File: config.mk
export PLATFORM = sky130hd
export DESIGN_NAME = state_polyfrommsg__masked_encode_rng_core
export DESIGN_NICKNAME = d
export VERILOG_FILES = /design/src/rtl/state_polyfrommsg__masked_encode_rng_core.sv
export SDC_FILE = /design/constraint.sdc
export NUM_CORES = 1
export LEC_CHECK = 0
export ABC_AREA = 1
export CELL_PAD_IN_SITES_DETAIL_PLACEMENT = 2
export CELL_PAD_IN_SITES_GLOBAL_PLACEMENT = 2
export CORE_MARGIN = 8
export CORE_UTILIZATION = 34
export DETAILED_ROUTE_END_ITERATION = 12
export GPL_ROUTABILITY_DRIVEN = 0
export PLACE_DENSITY_LB_ADDON = 0.1
export SLEW_MARGIN = 5
export SYNTH_ARGS = -nofsm -noshare
export SYNTH_HDL_FRONTEND = slang
export SYNTH_SLANG_ARGS = --single-unit
File: constraint.sdc
create_clock -name clk -period 2.7 [get_ports clk]
set_input_delay 0.54 -clock clk [delete_from_list [all_inputs] [get_ports clk]]
set_output_delay 0.54 -clock clk [all_outputs]
set_load 0.02 [all_outputs]
File: src/rtl/state_polyfrommsg__masked_encode_rng_core.sv
// Three-lane xorshift32 generator for masked message encoding: collects a
// 3-word seed, whitens it against fixed constants, warms up, then streams shares.
module state_polyfrommsg__masked_encode_rng_core #(
    parameter int COEFF_SZ = 16,
    parameter int WARMUP   = 4
) (
    input  logic                  clk,
    input  logic                  rst_n,
    input  logic                  seed_valid,
    input  logic [2*COEFF_SZ-1:0] seed,
    output logic                  seed_ready,
    input  logic                  reseed,
    input  logic                  rnd_ready,
    output logic                  rnd_valid,
    output logic [COEFF_SZ-1:0]   r1,
    output logic [COEFF_SZ-1:0]   r2,
    output logic [COEFF_SZ-1:0]   r3,
    output logic [COEFF_SZ-1:0]   r4,
    output logic [COEFF_SZ-1:0]   r5,
    output logic [COEFF_SZ-1:0]   r6
);

    localparam int LANE_W = 2 * COEFF_SZ;
    localparam logic [LANE_W-1:0] K0 = LANE_W'(32'h70c21021);
    localparam logic [LANE_W-1:0] K1 = LANE_W'(32'h81e06c70);
    localparam logic [LANE_W-1:0] K2 = LANE_W'(32'h50b210bd);
    localparam logic [3:0] WARM_LAST = 4'(WARMUP - 1);

    typedef enum logic [1:0] {COLLECT, LOAD, WARM, RUN} state_t;

    state_t            state_q, state_d;
    logic [1:0]        word_cnt_q;
    logic [3:0]        warm_cnt_q;
    logic              rnd_valid_q;
    logic [LANE_W-1:0] seed_buf_q [3];
    logic [LANE_W-1:0] lane_q     [3];
    logic              seed_fire;
    logic              consume;

    function automatic logic [LANE_W-1:0] xs_step(input logic [LANE_W-1:0] x);
        logic [LANE_W-1:0] t;
        t = x ^ (x << 13);
        t = t ^ (t >> 17);
        t = t ^ (t << 5);
        return t;
    endfunction

    // A zero lane would lock xorshift at zero forever, so fall back to the constant.
    function automatic logic [LANE_W-1:0] whiten(input logic [LANE_W-1:0] k,
                                                 input logic [LANE_W-1:0] w);
        logic [LANE_W-1:0] t;
        t = k ^ w;
        return (t == '0) ? k : t;
    endfunction

    assign seed_fire = seed_valid && seed_ready && !reseed;
    assign consume   = (state_q == RUN) && rnd_valid_q && rnd_ready && !reseed;

    // NOTE: combinational blocks use blocking '=' and assign every output a
    // default first, so no path leaves a signal unassigned and infers a latch.
    always_comb begin
        state_d    = state_q;
        seed_ready = (state_q == COLLECT);
        case (state_q)
            COLLECT: if (seed_fire && word_cnt_q == 2'd2) state_d = LOAD;
            LOAD:    state_d = (WARMUP == 0) ? RUN : WARM;
            WARM:    if (warm_cnt_q == WARM_LAST) state_d = RUN;
            RUN:     state_d = RUN;
            default: state_d = COLLECT;
        endcase
        if (reseed) state_d = COLLECT;
    end

    // NOTE: sequential state uses non-blocking '<=' so every register samples
    // pre-edge values. The seed buffers and lanes are ordinary flops here and
    // are reset explicitly; they are not mapped to a RAM macro.
    always_ff @(posedge clk or negedge rst_n) begin
        if (!rst_n) begin
            state_q     <= COLLECT;
            word_cnt_q  <= '0;
            warm_cnt_q  <= '0;
            rnd_valid_q <= 1'b0;
            for (int i = 0; i < 3; i++) begin
                seed_buf_q[i] <= '0;
                lane_q[i]     <= '0;
            end
        end else begin
            state_q     <= state_d;
            rnd_valid_q <= (state_q == RUN) && !reseed;

            if (reseed) begin
                word_cnt_q <= '0;
            end else if (seed_fire) begin
                for (int i = 0; i < 3; i++)
                    if (word_cnt_q == 2'(i)) seed_buf_q[i] <= seed;
                word_cnt_q <= (word_cnt_q == 2'd2) ? 2'd0 : word_cnt_q + 2'd1;
            end

            if (state_q == LOAD)      warm_cnt_q <= '0;
            else if (state_q == WARM) warm_cnt_q <= warm_cnt_q + 4'd1;

            // Lanes only move on load, warm-up or a real consumption; reseed freezes them.
            if (!reseed) begin
                if (state_q == LOAD) begin
                    lane_q[0] <= whiten(K0, seed_buf_q[0]);
                    lane_q[1] <= whiten(K1, seed_buf_q[1]);
                    lane_q[2] <= whiten(K2, seed_buf_q[2]);
                end else if (state_q == WARM || consume) begin
                    for (int i = 0; i < 3; i++) lane_q[i] <= xs_step(lane_q[i]);
                end
            end
        end
    end

    assign rnd_valid = rnd_valid_q;
    assign r1 = lane_q[0][LANE_W-1:COEFF_SZ];
    assign r4 = lane_q[0][COEFF_SZ-1:0];
    assign r2 = lane_q[1][LANE_W-1:COEFF_SZ];
    assign r5 = lane_q[1][COEFF_SZ-1:0];
    assign r3 = lane_q[2][LANE_W-1:COEFF_SZ];
    assign r6 = lane_q[2][COEFF_SZ-1:0];

endmodule

Word level (Yosys, flattened, before mapping)
Index checks and enable logic that the tools add are counted.

word-level totals
  bits of input ports = 37
  flip-flop bits (word level) = 201
  output and inout port bits = 98

operators by class
  add/subtract/negate cells = 2
  bitwise logic cells = 13
  eq/ne operators = 8
  multiplexer cells = 14
  reductions and logical operators = 22

operators with widths
  operator                                                          number
  96-bit 2-to-1 mux                                                 2
  32-bit bitwise XOR                                                6
  32-bit zero test                                                  3
  32-bit 2-to-1 mux                                                 3
  32-bit by 15-bit bitwise XOR with 32-bit output                   3
  13-bit inverter                                                   1
  2-bit 2-to-1 mux                                                  6
  12-bit inverter                                                   1
  9-bit inverter                                                    1
  3-bit AND reduction                                               3
  4-bit 2-to-1 mux                                                  2
  2-bit one-hot mux with 4 select lines                             1
  1-bit logical AND                                                 7
  2-bit == test (second input constant)                             3
  2-bit nonzero test                                                3
  4-bit by 1-bit adder with 4-bit output (second input constant)    1
  2-bit by 1-bit == test with 1-bit output (second input constant)  2
  4-bit by 2-bit == test with 1-bit output (second input constant)  1
  2-bit zero test                                                   2
  2-bit AND reduction                                               2
  3-bit by 1-bit != test with 1-bit output (second input constant)  1
  3-bit != test (second input constant)                             1
  2-bit by 1-bit adder with 2-bit output (second input constant)    1
  1-bit zero test                                                   1
  other kinds (2)                                                   2

Depth between registers and ports, before layout
Gate-level depths: netlist (run 1).

  word-level depth = 7
  gate-level depth with buffers = 10

Worst setup path after synthesis (run 1)
Ideal clock, no wire load.

  path kind = register to register
  start point = register state_q[0]
  end point = register seed_buf_q[20] in the netlist's numbering
  path slack = 0.917 ns
  arrival = 1.657 ns
  library setup time = 0.126 ns
  period minus slack after synthesis = 1.783 ns
  stages on the path, launching flop included = 10
  path buffers = 2
  path through = dfrtp_1 -> inv_1 -> ha_1 -> inv_1 -> nor3_2 -> nand3_2 -> buf_6 -> buf_6 -> nand2_1 -> o21ai_0

between the ends
  cells in the longest elaborated chain, start to end = 4

ends and longest elaborated chain
  item                             line  source
  from (decl)                      31    state_t state_q, state_d;
  from (signal assigned)           88    state_q <= state_d;
  2-bit zero test                  63    seed_ready = (state_q == COLLECT);
  net seed_ready                   11    output logic seed_ready,
  1-bit logical AND (2 in a row)   56    assign seed_fire = seed_valid && seed_ready && !reseed;
  3-bit AND reduction (no line)    -
  to (signal, indexed assignment)  84    seed_buf_q[i] <= '0;
  to (signal, indexed assignment)  95    if (word_cnt_q == 2'(i)) seed_buf_q[i] <= seed;
  to (decl)                        35    logic [LANE_W-1:0] seed_buf_q [3];

The timed path passes the listed nets, and every way through them passes these cells.
A chain may end at the register's enable or synchronous reset.

Worst setup path after layout (run 1)
  start point = register lane_q (netlist bit r3[1])
  end point = output r3[1]

RTL lines
  item         line  source
  from (decl)  36    logic [LANE_W-1:0] lane_q [3];
  to (decl)    17    output logic [COEFF_SZ-1:0] r3,

No word-level cell between the ends.

==> flow_summary.rst, run 1 <==
.. list-table::
   :header-rows: 1

   * - Metric
     - Value
   * - Number of antenna diodes
     - 0
   * - Initial antenna violation count
     - 2
   * - Maximum capacitance violations
     - 0
   * - Top post-synthesis cells by area
     - sky130_fd_sc_hd__dfrtp_1, sky130_fd_sc_hd__nand2_1, sky130_fd_sc_hd__nand3_1, sky130_fd_sc_hd__inv_1, sky130_fd_sc_hd__o21ai_0
   * - Period Utilization, post-route
     - 86.7%
   * - Area of all sequential standard cells
     - 5030 um^2
   * - Clk Tree Root Cell
     - sky130_fd_sc_hd__clkbuf_16
   * - H-tree depth reported by CTS
     - 1
   * - TritonCTS clock tree
     - built
   * - Initial standard-cell utilization of the core
     - around 34%
   * - Class of the tightest hold or removal check
     - input pin to async pin
   * - Core area
     - 34400 um^2
   * - Synth unique cells
     - 30
   * - Setup WS pre-CTS
     - a little under 300 ps
   * - Cell types with the highest counts after synthesis
     - sky130_fd_sc_hd__nand2_1, sky130_fd_sc_hd__dfrtp_1, sky130_fd_sc_hd__inv_1
   * - Max Clk Rate
     - 427 MHz
   * - Clk sink count
     - 201
   * - Via count of the first global-routing pass
     - 13100
   * - Share of flip-flops with an asynchronous set or reset
     - 100%
   * - Fin. max-slew vios
     - 0
   * - FF+latch count, synth
     - 201
   * - Hold Vio Cnt, Final
     - 0
   * - Post-route DRC violation count
     - 0
   * - Cell count after synthesis
     - 1708
   * - LEAKAGE
     - 0.00714 uW
   * - Cell family contributing the most delay on the critical path
     - buffers and inverters
   * - Final critical path time including I/O delays and setup
     - 2340 ps
   * - Insertion delay to the later sink of the worst-skew pair
     - 550 ps
   * - Crit-path slowest cell
     - sky130_fd_sc_hd__clkdlybuf4s50_1
   * - Worst path cell trace
     - clkdlybuf4s50_1
   * - Critical path capture point type
     - primary output
   * - Actual transition at the worst max-transition pin
     - a little under 700 ps
   * - Peak VDD IR
     - 0.581 mV
   * - Final wirelength
     - 48900 um
   * - Yosys top cell area share
     - about 43%
   * - Data arrival time of the critical path
     - 1800 ps
   * - Setup skew after layout
     - ~20 ps
   * - Post-layout net count
     - 1862
   * - Clk slew on worst S/H paths
     - about 60 ps
   * - Number of warnings reported in the yosys synthesis log
     - 0
   * - Worst Path Max Fanout
     - 7
   * - Die width
     - approximately 200 um
   * - Startpoint of the most critical register-to-register path
     - state_q[0]
   * - Total gr overflow
     - 0
   * - Max Buffers Root-to-Sink
     - 3
   * - HPWL after DPL
     - 35600 um
   * - Syn nets
     - 1752
   * - Endpoint required time on the critical path
     - 2160 ps
   * - Number of buffer and inverter instances along the worst setup path
     - 1
   * - Area occupied by multi-input gates
     - 5580 um^2
   * - Startpoint type of the worst setup path
     - flip-flop
   * - Die height
     - 202 um
   * - Setup violation total in the final timing report
     - 0
   * - Sequential-to-total area share from yosys stat
     - 42.6%
   * - Number of vias after detailed routing
     - roughly 12000
   * - Area Growth Syn to Fin
     - 21.2%
   * - Routed vias/inst
     - 5.21
   * - Synth area leader
     - sky130_fd_sc_hd__dfrtp_1
   * - Aggregate global-route resource usage
     - 23.5%
   * - Least setup slack across all paths after layout
     - between 300 and 400 ps
   * - Post-route ant nets
     - 0
   * - RSZ-0062 raised after global routing
     - false
   * - Final sum of negative setup slack
     - 0 ps
   * - Routed WL per cell
     - between 20 and 25 um
   * - First element of the critical path
     - r3[1]
   * - Number of ports placed on the die boundary
     - roughly 140
   * - Most numerous cell in the Yosys netlist
     - sky130_fd_sc_hd__nand2_1
   * - CTS Hold Bufs
     - 0
   * - Final non-filler cell area
     - ~14000 um^2
   * - Largest net degree at the start of global routing
     - between 100 and 150
   * - Number of synthesized flops with an enable pin
     - 0
   * - Setup repair bufs after CTS
     - 0
   * - Startpoint-to-endpoint class of the critical path
     - flip-flop to primary output
   * - Placed cell area
     - 13500 um^2
   * - Netlist area before placement
     - around 12000 um^2
   * - Drt initial violations
     - about 540
   * - Site row count
     - 68
   * - Number of buffers added by the clock tree synthesis step
     - 26
   * - Count of TritonRoute iterations in the first routing pass
     - 4
   * - Die area
     - just over 40000 um^2
   * - Syn Area/Cell
     - a little under 7 um^2
   * - Fillers
     - 4095
   * - Wire length of the first global-routing pass
     - ~77000 um
   * - Input/output buffers
     - 134
   * - Most used flip-flop cell after synthesis
     - sky130_fd_sc_hd__dfrtp_1
   * - Power density normalized to cell area
     - 1560 nW/um^2
   * - Run status
     - finished, final reports clean
   * - Proportion of layout cells with a drive suffix above 1
     - around 4.0%
   * - Worst relative slew slack
     - 53.6%
   * - Delay of the slowest cell on the worst path
     - 690 ps
-- state kept, by name (all words and copies together) (netlist names) --
| signal | cells |
|---|---|
| rnd_valid | 1 |
| r5 | 16 |
| r4 | 16 |
| state_q | 2 |
| r1 | 16 |
| word_cnt_q | 2 |
| r6 | 16 |
| r3 | 16 |
| seed_buf_q | 96 |
| r2 | 16 |
| warm_cnt_q | 4 |
-- worst reg2reg max path, cell delays in order (launching register included) --
cell	delay, ps
sky130_fd_sc_hd__dfrtp_1	450
sky130_fd_sc_hd__inv_1	190
sky130_fd_sc_hd__ha_1	260
sky130_fd_sc_hd__inv_1	100
sky130_fd_sc_hd__nor3_2	320
sky130_fd_sc_hd__nand3_2	100
sky130_fd_sc_hd__buf_4	310
sky130_fd_sc_hd__nand2_1	190
sky130_fd_sc_hd__o21ai_0	130
-- cell type report --
class | count | area share, %
sequential | 201 | 35.1
inverter | 200 | 5.24
tap | 455 | 3.98
timing repair buffer | 150 | 11.0
multi-input combinational | 1239 | 39.0
clock buffer | 36 | 5.08
clock inverter | 9 | 0.568
-- through the flow --
stage	std cells	util [%]	hold slack, ps	power [uW]
CTS	2290	41.7	53.6	22600
global route	2290	41.7	66.8	24200
finish	2290	41.7	35.2	22400
global placement	2245	39.3	492	18300
detailed placement	2245	39.3	504	18900
floorplan	1708	-	244	13900
-- metal layers --
layer,up-vias,part of all wire (%),track usage [%]
met4,0,2.6,6.48
li1,5616,-,-
met1,6043,45,30.5
met3,69,3.8,3.54
met2,201,48,40.3
met5,-,0,0
-- final timing paths --
path | endpoint | slack [ps] | cells after the start
min | r1[15] | 40 | 1
min reg2reg | seed_buf_q[66] | 510 | 2
max reg2reg | seed_buf_q[60] | 490 | 8
max | r3[1] | 360 | 1
min in group clk | seed_buf_q[66] | 510 | 2
max in group asynchronous | seed_buf_q[45] | 1920 | 2
-- repair_timing --
item	4_1_cts	5_1_grt
hold endpoints to repair	0	0
resized for setup	0	1
setup endpoints to repair	0	1
-- cell families (layout without fill, tap and decap cells) --
group,after synthesis,in the layout,synth area share (%)
fa+ha+maj,7,7,0.741
simple gates,920,920,31.6
xor+xnor,38,38,2.82
compound gates,274,274,11.9
buf+inv,268,395,10.4
flops,201,201,42.6
-- cells in the final DEF (no fill, tap or decap), drive strengths merged --
cell type	synthesis	final
clkbuf	26	37
xor2	23	23
inv	199	200
dlymetal6s2s	0	1
nor3	1	1
clkdlybuf4s50	0	132
bufinv	0	1
nand3	159	159
a22oi	3	3
or2	8	8
and2	2	2
nand3b	5	5
nand4	5	5
ha	7	7
a31oi	21	21
nor2	88	88
o21ai	151	151
clkinv	1	8
dfrtp	201	201
buf	42	16
a21oi	99	99
nand2	652	652
xnor2	15	15
-- where the power goes --
| part | total, uW | internal (uW) | switching [uW] | leakage [uW] |
|---|---|---|---|---|
| clock network | 3370 | 1970 | 1410 | 0.000405 |
| logic | 12500 | 4520 | 8020 | 0.00426 |
| registers | 6460 | 4450 | 2010 | 0.00248 |
| total | 22400 | 10900 | 11400 | 0.00714 |
Power figures use the tool's default switching activity.
==> run 2: changes to the inputs <==
CAP_MARGIN = 20   (was unset)
==> results of run 2 <==
The final DEF is identical to that of run 1; final timing and power are the same.
